<file path="config.mk">
export PLATFORM = sky130hd
export DESIGN_NAME = code_lock
export DESIGN_NICKNAME = d
export VERILOG_FILES = /design/src/rtl/code_lock.sv
export SDC_FILE = /design/constraint.sdc
export NUM_CORES = 1
export LEC_CHECK = 0
export CAP_MARGIN = 0
export CORE_ASPECT_RATIO = 0.7
export CORE_MARGIN = 4
export CORE_UTILIZATION = 50
export DETAILED_ROUTE_END_ITERATION = 10
export PLACE_DENSITY = 0.71
export SYNTH_ARGS = -nofsm -noshare
export SYNTH_HDL_FRONTEND = slang
export SYNTH_SLANG_ARGS = --single-unit
</file>
<file path="constraint.sdc">
create_clock -name CLK -period 4.9 [get_ports CLK]
set_input_delay 0.735 -clock CLK [delete_from_list [all_inputs] [get_ports CLK]]
set_output_delay 0.735 -clock CLK [all_outputs]
set_load 0.005 [all_outputs]
</file>
<file path="src/rtl/code_lock.sv">
// Keypad code lock: CLOSED / OPENED / LOCKOUT FSM with a BCD entry buffer.
// Define CODE_LOCK_AUTO_RELOCK_EN to add the idle-open relock timer.
module code_lock #(
    parameter int NDIGITS        = 4,
    parameter int MAX_TRIES      = 3,
    parameter int LOCKOUT_CYCLES = 1024,
    parameter int RELOCK_CYCLES  = 4096
) (
    input  logic       CLK,
    input  logic       RESET,
    input  logic       KEY_VALID,
    input  logic [3:0] KEY_CODE,
    input  logic       OPEN,
    input  logic       CLOSE,
    input  logic       SET,
    output logic       LOCK,
    output logic       ALARM,
    output logic [3:0] DIGIT_CNT,
    output logic [3:0] FAIL_CNT
);

    localparam int BW = NDIGITS * 4;
    localparam int LW = $clog2(LOCKOUT_CYCLES);

    if (NDIGITS < 2 || NDIGITS > 8 || MAX_TRIES < 1 || MAX_TRIES > 15 ||
        LOCKOUT_CYCLES < 2 || RELOCK_CYCLES < 2) begin : g_param_err
        $error("code_lock: parameter out of range");
    end

    typedef enum logic [1:0] {
        CLOSED  = 2'd0,
        OPENED  = 2'd1,
        LOCKOUT = 2'd2
    } state_e;

    state_e          state_q, state_d;
    logic [BW-1:0]   buf_q, buf_d;
    logic [BW-1:0]   pwd_q, pwd_d;
    logic [3:0]      cnt_q, cnt_d;
    logic [3:0]      fail_q, fail_d;
    logic            lock_q, lock_d;
    logic            alarm_q, alarm_d;
    logic [LW-1:0]   lk_q, lk_d;

    logic            key_ok;
    logic            full;
    logic            match;
    logic [3:0]      fail_inc;

    assign key_ok   = KEY_VALID && (KEY_CODE <= 4'd9) &&
                      (cnt_q < 4'(NDIGITS));
    assign full     = (cnt_q == 4'(NDIGITS));
    assign match    = full && (buf_q == pwd_q);
    assign fail_inc = fail_q + 4'd1;

`ifdef CODE_LOCK_AUTO_RELOCK_EN
    localparam int RW = $clog2(RELOCK_CYCLES);
    logic [RW-1:0] rl_q, rl_d;
    logic          any_strobe;

    assign any_strobe = KEY_VALID | OPEN | SET | CLOSE;
`endif

    always_comb begin
        state_d = state_q;
        buf_d   = buf_q;
        pwd_d   = pwd_q;
        cnt_d   = cnt_q;
        fail_d  = fail_q;
        lock_d  = lock_q;
        alarm_d = alarm_q;
        lk_d    = lk_q;
`ifdef CODE_LOCK_AUTO_RELOCK_EN
        rl_d    = rl_q;
`endif
        unique case (state_q)
            CLOSED: begin
                if (CLOSE) begin
                    buf_d = '0;
                    cnt_d = '0;
                end else if (SET) begin
                    buf_d = buf_q;
                end else if (OPEN) begin
                    buf_d = '0;
                    cnt_d = '0;
                    if (match) begin
                        state_d = OPENED;
                        lock_d  = 1'b1;
                        fail_d  = '0;
`ifdef CODE_LOCK_AUTO_RELOCK_EN
                        rl_d    = RW'(RELOCK_CYCLES - 1);
`endif
                    end else begin
                        fail_d = fail_inc;
                        if (fail_inc == 4'(MAX_TRIES)) begin
                            state_d = LOCKOUT;
                            alarm_d = 1'b1;
                            lk_d    = LW'(LOCKOUT_CYCLES - 1);
                        end
                    end
                end else if (key_ok) begin
                    buf_d = {buf_q[BW-5:0], KEY_CODE};
                    cnt_d = cnt_q + 4'd1;
                end
            end
            OPENED: begin
`ifdef CODE_LOCK_AUTO_RELOCK_EN
                // Idle timeout first; any strobe below still acts normally.
                if (any_strobe) begin
                    rl_d = RW'(RELOCK_CYCLES - 1);
                end else if (rl_q == '0) begin
                    state_d = CLOSED;
                    lock_d  = 1'b0;
                    buf_d   = '0;
                    cnt_d   = '0;
                end else begin
                    rl_d = rl_q - RW'(1);
                end
`endif
                if (CLOSE) begin
                    state_d = CLOSED;
                    lock_d  = 1'b0;
                    buf_d   = '0;
                    cnt_d   = '0;
                end else if (SET) begin
                    if (full) begin
                        pwd_d = buf_q;
                        buf_d = '0;
                        cnt_d = '0;
                    end
                end else if (OPEN) begin
                    buf_d = buf_q;
                end else if (key_ok) begin
                    buf_d = {buf_q[BW-5:0], KEY_CODE};
                    cnt_d = cnt_q + 4'd1;
                end
            end
            LOCKOUT: begin
                if (lk_q == '0) begin
                    state_d = CLOSED;
                    alarm_d = 1'b0;
                    fail_d  = '0;
                    buf_d   = '0;
                    cnt_d   = '0;
                end else begin
                    lk_d = lk_q - LW'(1);
                end
            end
            default: begin
                state_d = CLOSED;
                lock_d  = 1'b0;
                alarm_d = 1'b0;
            end
        endcase
    end

    always_ff @(posedge CLK or posedge RESET) begin
        if (RESET) begin
            state_q <= CLOSED;
            buf_q   <= '0;
            pwd_q   <= '0;
            cnt_q   <= '0;
            fail_q  <= '0;
            lock_q  <= 1'b0;
            alarm_q <= 1'b0;
            lk_q    <= '0;
        end else begin
            state_q <= state_d;
            buf_q   <= buf_d;
            pwd_q   <= pwd_d;
            cnt_q   <= cnt_d;
            fail_q  <= fail_d;
            lock_q  <= lock_d;
            alarm_q <= alarm_d;
            lk_q    <= lk_d;
        end
    end

`ifdef CODE_LOCK_AUTO_RELOCK_EN
    always_ff @(posedge CLK or posedge RESET) begin
        if (RESET) begin
            rl_q <= '0;
        end else begin
            rl_q <= rl_d;
        end
    end
`endif

    assign LOCK      = lock_q;
    assign ALARM     = alarm_q;
    assign DIGIT_CNT = cnt_q;
    assign FAIL_CNT  = fail_q;

endmodule
</file>
==> impl_results.md, run 1 <==
* Via density per instance at around 5.6
* Slowest cell on crit path: clkdlybuf4s50_1
* Cells along the critical path: clkdlybuf4s50_1 > nand2b_1 > o21ai_0 > o21ai_0 > or2_2 > nor3_2 > a41oi_1
* Sequential-to-total area share from yosys stat at 0.467
* TritonCTS buffer count at 5
* Drt drc at 0
* Primary FF master, synth: dfrtp_1
* Net Count, Synth at 292
* Drt wl/cell at 15.2 um
* Peak VDD IR at ~200 uV
* Worst flop-to-flop path endpoint: buf_q[10]
* Multiplexer share of the synthesized area at 0.121
* H-tree Lvls at 2
* CTS tree: yes
* Worst R2R Setup Slack at 2.31 ns
* Core footprint at 0.00542 mm^2
* Antenna violations before repair at 0
* # diodes at 0
* Synthesized area per cell at between 10 and 15 um^2
* Die Y at 71.6 um
* RSZ-0062 raised after global routing: false
* Syn Inst Count at 273
* Die Width at 98.9 um
* Number of synthesized flops with an enable pin at 0
* Initial Util at 0.533
* Simple-gate share of the synthesized area at 0.186
* Setup WS post-layout at around 2.1 ns
* Max-slew headroom at 0.439
* Setup crit start kind: primary input
* Clk_skew at 0.00639 ns
* Largest family of logic cells by synthesized area: simple AND/OR/NAND/NOR gates
* Latest clock arrival within the worst-skew pair at 0.30 ns
* Worst-path clk slew at 0.10 ns
* Adder-Cell Fraction of Synth Area at 0.0389
* Req. time, crit path at 5.06 ns
* Routability congestion estimate at 0.728
* FMAX at 0.357 GHz
* DP Wirelength at between 3000 and 4000 um
* HP Start: ALARM
* Post-CTS repair timing setup buffer count at 0
* Top cell by count, worst path: o21ai_0
* DRT Wirelength at 5580 um
* Pins Over Slew Limit at 0
* Status: finished, final reports clean
* Asr flop ratio synth at 1.00
* Core Rows at 22
* CP top delay family: simple AND/OR/NAND/NOR gates
* Filler instances at 464
* Final period demand of the worst path at 2.80 ns
* Syn-to-layout area delta at 11.6%
* Grt ovf at 0
* Netlist cell types at 46
* Hold Path Depth at 1
* Largest net degree at the start of global routing at 55
* Worst EP arrival at 2.96 ns
* Top Ports at 20
* Pre-antenna DRT Iters at 4
* Hold/Removal Path Class: flop to flop
* Remaining antenna violation count at 0
* Final setup viols at 0
* Register-to-Register Path Depth at 8
* Final #Nets at between 300 and 400
* Tot GR Track Use at 0.170
* Synth Cell Area at 0.00289 mm^2
* Yosys warning total at 0
* DIE AREA at 0.00708 mm^2
* XOR/XNOR Fraction of Synth Area at 0.0515
* CTS Root Buffer Type: clkbuf_8
* CTS resizes at 0
* Setup TNS at 0 ns
* Synthesized-area fraction occupied by ao, oa, aoi and oai cells at 0.103
* Hold-fix buffers at CTS at 0
* Tightest Pin Transition at between 0.8 and 0.9 ns
* Vias in the first global route at 1874
* Clock tree buffer depth at 2
* Max-cap violation count at 0
* #FFs+latches synth at 54
* Routed vias at about 2100
* Num Clock Sinks at between 50 and 60
* R2R Path Start: state_q[1]
* Worst Path Max Fanout at 8
* Pwr dens at between 400 and 500 mW/mm^2
* First-pass GRT wire length at around 9600 um
* Setup CP Type: primary input to flop
* Initial DRC count at 89
* CP Capture Type: flop
* Crit-path max cell delay at 0.50 ns
* Pre-CTS WS at 1.78 ns
* Layout cell share with drive strength beyond 1 at 0.156
* Final period utilization at 0.572
* WHS Endpoint: ALARM
* I/O Buffers at 19
* Leakage at 1.39 nW
* Worst Path Buf+Inv at 1
* Fin. Hold Viols at 0
worst max path at each step:
stage | startpoint | to | cells past startpoint
floorplan | lk_q[0] | buf_q[10] | 9
CTS | SET | lk_q[4] | 7
finish | SET | lk_q[4] | 7
global route | SET | lk_q[4] | 7
detailed placement | SET | lk_q[4] | 7
global placement | SET | lk_q[4] | 7
synthesized netlist by cell type, types with 2 or more instances:
| master | count | share of area |
|---|---|---|
| clkbuf_1 | 4 | 0.0052 |
| nand4_1 | 3 | 0.0065 |
| dfrtp_1 | 54 | 0.47 |
| nor4_1 | 2 | 0.0043 |
| nor2_2 | 8 | 0.017 |
| a31oi_1 | 14 | 0.030 |
| xnor2_1 | 17 | 0.051 |
| nand2_1 | 17 | 0.022 |
| nor3_1 | 7 | 0.012 |
| ha_1 | 9 | 0.039 |
| nand3_1 | 7 | 0.012 |
| and3_1 | 2 | 0.0043 |
| inv_1 | 12 | 0.016 |
| mux2_2 | 16 | 0.062 |
| nand2b_1 | 5 | 0.011 |
| nor4b_1 | 2 | 0.0061 |
| nor3_2 | 2 | 0.0069 |
| nand3b_1 | 2 | 0.0052 |
| o21ai_0 | 9 | 0.016 |
| a21oi_1 | 10 | 0.017 |
| nor2_1 | 25 | 0.032 |
| o31ai_1 | 3 | 0.0078 |
| mux2i_1 | 17 | 0.059 |
| or2_2 | 4 | 0.0087 |
power breakdown:
group          internal, mW  switching, mW
sequential            0.526         0.0977
combinational         0.235          0.328
clock                 0.101          0.142
placed cells by master (no fill, tap or decap), types with 3 or more instances in the layout:
cell             netlist  layout
a21oi_1               10      10
a31oi_1               14      14
clkbuf_8               0       5
clkdlybuf4s50_1        0      19
dfrtp_1               54      54
ha_1                   9       9
inv_1                 12      11
mux2_2                16      16
mux2i_1               17      17
nand2_1               17      17
nand2b_1               5       5
nand3_1                7       7
nand4_1                3       3
nor2_1                25      25
nor2_2                 8       8
nor3_1                 7       7
o21ai_0                9       9
o31ai_1                3       3
or2_2                  4       4
xnor2_1               17      17
metal layers:
layer / routed length [um] / up-vias / track usage
met4: 41 / 0 / 0.0409
met1: 2890 / 1005 / 0.275
li1: - / 1007 / -
met3: 244 / 2 / 0.0331
met5: 0 / - / 0
met2: 2410 / 47 / 0.229
metrics by stage:
| step | hold slack (ns) | area (um^2) | power, mW | utilization | std cells |
|---|---|---|---|---|---|
| floorplan | 0.469 | 2890 | 1.04 | - | 273 |
| global placement | 0.502 | 3140 | 1.18 | 0.579 | 359 |
| detailed placement | 0.502 | 3140 | 1.20 | 0.579 | 359 |
| CTS | 0.527 | 3230 | 1.44 | 0.595 | 367 |
| global route | 0.553 | 3230 | 1.54 | 0.595 | 367 |
| finish | 0.520 | 3230 | 1.43 | 0.595 | 367 |
worst register-to-register path: stages (launching register included):
cell and delay (ns):
dfrtp_1 0.42, inv_1 0.10, ha_1 0.38, nor2_1 0.13, nor4b_1 0.46, nand4b_4 0.22
nor2_8 0.43, mux2i_1 0.28, nor2_2 0.04
kinds of logic after synthesis:
kind of cell | Yosys count
flops | 54
xor+xnor | 17
fa+ha+maj | 9
simple gates | 96
mux | 33
buf+inv | 19
compound gates | 45
sequential cells by signal (all words and copies together), names as in the netlist:
| signal | flops |
|---|---|
| DIGIT_CNT | 4 |
| lk_q | 10 |
| buf_q | 16 |
| state_q | 2 |
| pwd_q | 16 |
| FAIL_CNT | 4 |
| ALARM | 1 |
| LOCK | 1 |
layout make-up:
class | instances | area (um^2) | area share
Clock buffer | 6 | 72.6 | 0.0225
Clock inverter | 2 | 13.8 | 0.00427
Inverter | 12 | 45.0 | 0.0140
Multi-Input combinational cell | 200 | 1450 | 0.449
Sequential cell | 54 | 1350 | 0.419
Tap cell | 72 | 90.1 | 0.0279
Timing Repair Buffer | 21 | 205 | 0.0636
No activity file was read; power rests on OpenSTA's default activity.
==> inputs of run 2 (changes only) <==
--- a/config.mk
+++ b/config.mk
@@ -10,7 +10,7 @@
 export CORE_MARGIN = 4
 export CORE_UTILIZATION = 50
 export DETAILED_ROUTE_END_ITERATION = 10
-export PLACE_DENSITY = 0.71
+export PLACE_DENSITY = 0.74
 export SYNTH_ARGS = -nofsm -noshare
 export SYNTH_HDL_FRONTEND = slang
 export SYNTH_SLANG_ARGS = --single-unit
==> constraint.sdc (replaced) <==
create_clock -name CLK -period 2.5 [get_ports CLK]
set_input_delay 0.375 -clock CLK [delete_from_list [all_inputs] [get_ports CLK]]
set_output_delay 0.375 -clock CLK [all_outputs]
set_load 0.005 [all_outputs]
==> impl_results.md, run 2 (same netlist as run 1, synthesis figures left out) <==
* Fin. Hold Viols at 0
* Drt drc at 0
* DRT Wirelength at 5890 um
* Crit-path max cell delay at approximately 0.48 ns
* CP Capture Type: flop
* Status: finished, final reports clean
* Num Clock Sinks at 54
* Tot GR Track Use at 0.178
* Req. time, crit path at 2.70 ns
* Via density per instance at about 5.7
* Routability congestion estimate at 0.811
* Hold/Removal Path Class: primary input to async pin
* TritonCTS buffer count at 5
* FMAX at 0.418 GHz
* Worst Path Max Fanout at 6
* DIE AREA at 0.00708 mm^2
* Placed insts at ~370
* DP Wirelength at 4230 um
* Final period demand of the worst path at 2.39 ns
* Worst Path Buf+Inv at 2
* Clk_skew at roughly 0.010 ns
* Largest net degree at the start of global routing at 55
* Tightest Pin Transition at between 0.5 and 0.6 ns
* Latest clock arrival within the worst-skew pair at 0.31 ns
* Cells along the critical path: inv_1 > ha_1 > or4b_4 > o31ai_4 > nand4b_4 > nor2_8 > buf_4 > mux2i_1 > nor2_1
* Max-cap violation count at 0
* First-pass GRT wire length at 10100 um
* Core Rows at 22
* Setup CP Type: flop to flop
* Total Power at 3.07 mW
* Routed vias at 2142
* H-tree Lvls at 2
* Final setup viols at 0
* Pins Over Slew Limit at 0
* CTS Root Buffer Type: clkbuf_8
* Peak VDD IR at ~430 uV
* Antenna violations before repair at 0
* # diodes at 0
* Pre-antenna DRT Iters at 6
* Slowest cell on crit path: or4b_4
* Most frequent cells in the layout: 54 x dfrtp_1, 24 x nor2_1, 19 x clkdlybuf4s50_1
* Drt wl/cell at 15.6 um
* Top Registers: buf_q (16), pwd_q (16), lk_q (10)
* Setup TNS at 0 ns
* Hold-fix buffers at CTS at 0
* Pwr dens at 907 mW/mm^2
* Remaining antenna violation count at 0
* Grt ovf at 0
* Top Ports at 20
* Final #Nets at 324
* Worst-path clk slew at approximately 0.1 ns
* Worst EP arrival at around 2.6 ns
* CP top delay family: simple AND/OR/NAND/NOR gates
* Syn-to-layout area delta at 17.0%
* Layout cell share with drive strength beyond 1 at 0.203
* Vias in the first global route at 2087
* Core footprint at 0.00542 mm^2
* Layout Utilization at 0.624
* Max-slew headroom at 0.662
* Final period utilization at 0.957
* Initial Util at 0.533
* Fin cells at ~380
* Clock tree buffer depth at 2
* CTS tree: yes
* Leakage at 1.47 nW
* Die Width at approximately 100 um
* Most common cell after layout, fill and taps aside: dfrtp_1
* Setup crit start kind: flop
* Die Y at 71.6 um
* I/O Buffers at 19
* Initial DRC count at between 80 and 90
[run 2: repair_timing]
action	in CTS	in global routing
setup endpoints to repair	0	23
setup buffers	0	1
resized for setup	0	6
[run 2: final timing paths]
kind	startpoint	to	slack [ns]	cells after the start
min in group CLK	ALARM	ALARM	0.52	1
max	lk_q[1]	buf_q[13]	0.11	9
min	RESET	lk_q[9]	0.41	3
max reg2reg	lk_q[1]	buf_q[13]	0.11	9
max in group asynchronous	RESET	pwd_q[8]	1.83	3
min reg2reg	ALARM	ALARM	0.52	1
[run 2: power breakdown]
group / internal, mW / switching (mW)
sequential: 1.03 / 0.200
combinational: 0.576 / 0.682
clock: 0.295 / 0.286
[run 2: per-stage QoR]
stage / area (um^2) / setup slack [ns] / hold WS, ns
floorplan: 2890 / 0.188 / 0.469
global placement: 3250 / 0.162 / 0.497
detailed placement: 3250 / 0.128 / 0.497
CTS: 3360 / 0.0774 / 0.428
global route: 3380 / -0.0198 / 0.438
finish: 3380 / 0.107 / 0.410
[run 2: worst min-delay path: cells and delay by family]
kind | cells | cell delay [ns]
buffers and inverters | 3 | 0.74
[run 2: final cells by class]
cell class	instances	area, um^2
Clock buffer	5	68.8
Fill cell	460	2040
Tap cell	72	90.1
Clock inverter	3	40.0
Inverter	12	45.0
Sequential cell	54	1350
Timing Repair Buffer	32	325
Multi-Input combinational cell	200	1460
[run 2: routing by layer]
| layer | track usage | wire (um) | vias to the layer above |
|---|---|---|---|
| li1 | - | - | 1028 |
| met1 | 0.245 | 2880 | 1061 |
| met2 | 0.285 | 2740 | 46 |
| met3 | 0.0389 | 183 | 7 |
| met4 | 0.0515 | 87 | 0 |
| met5 | 0 | 0 | - |
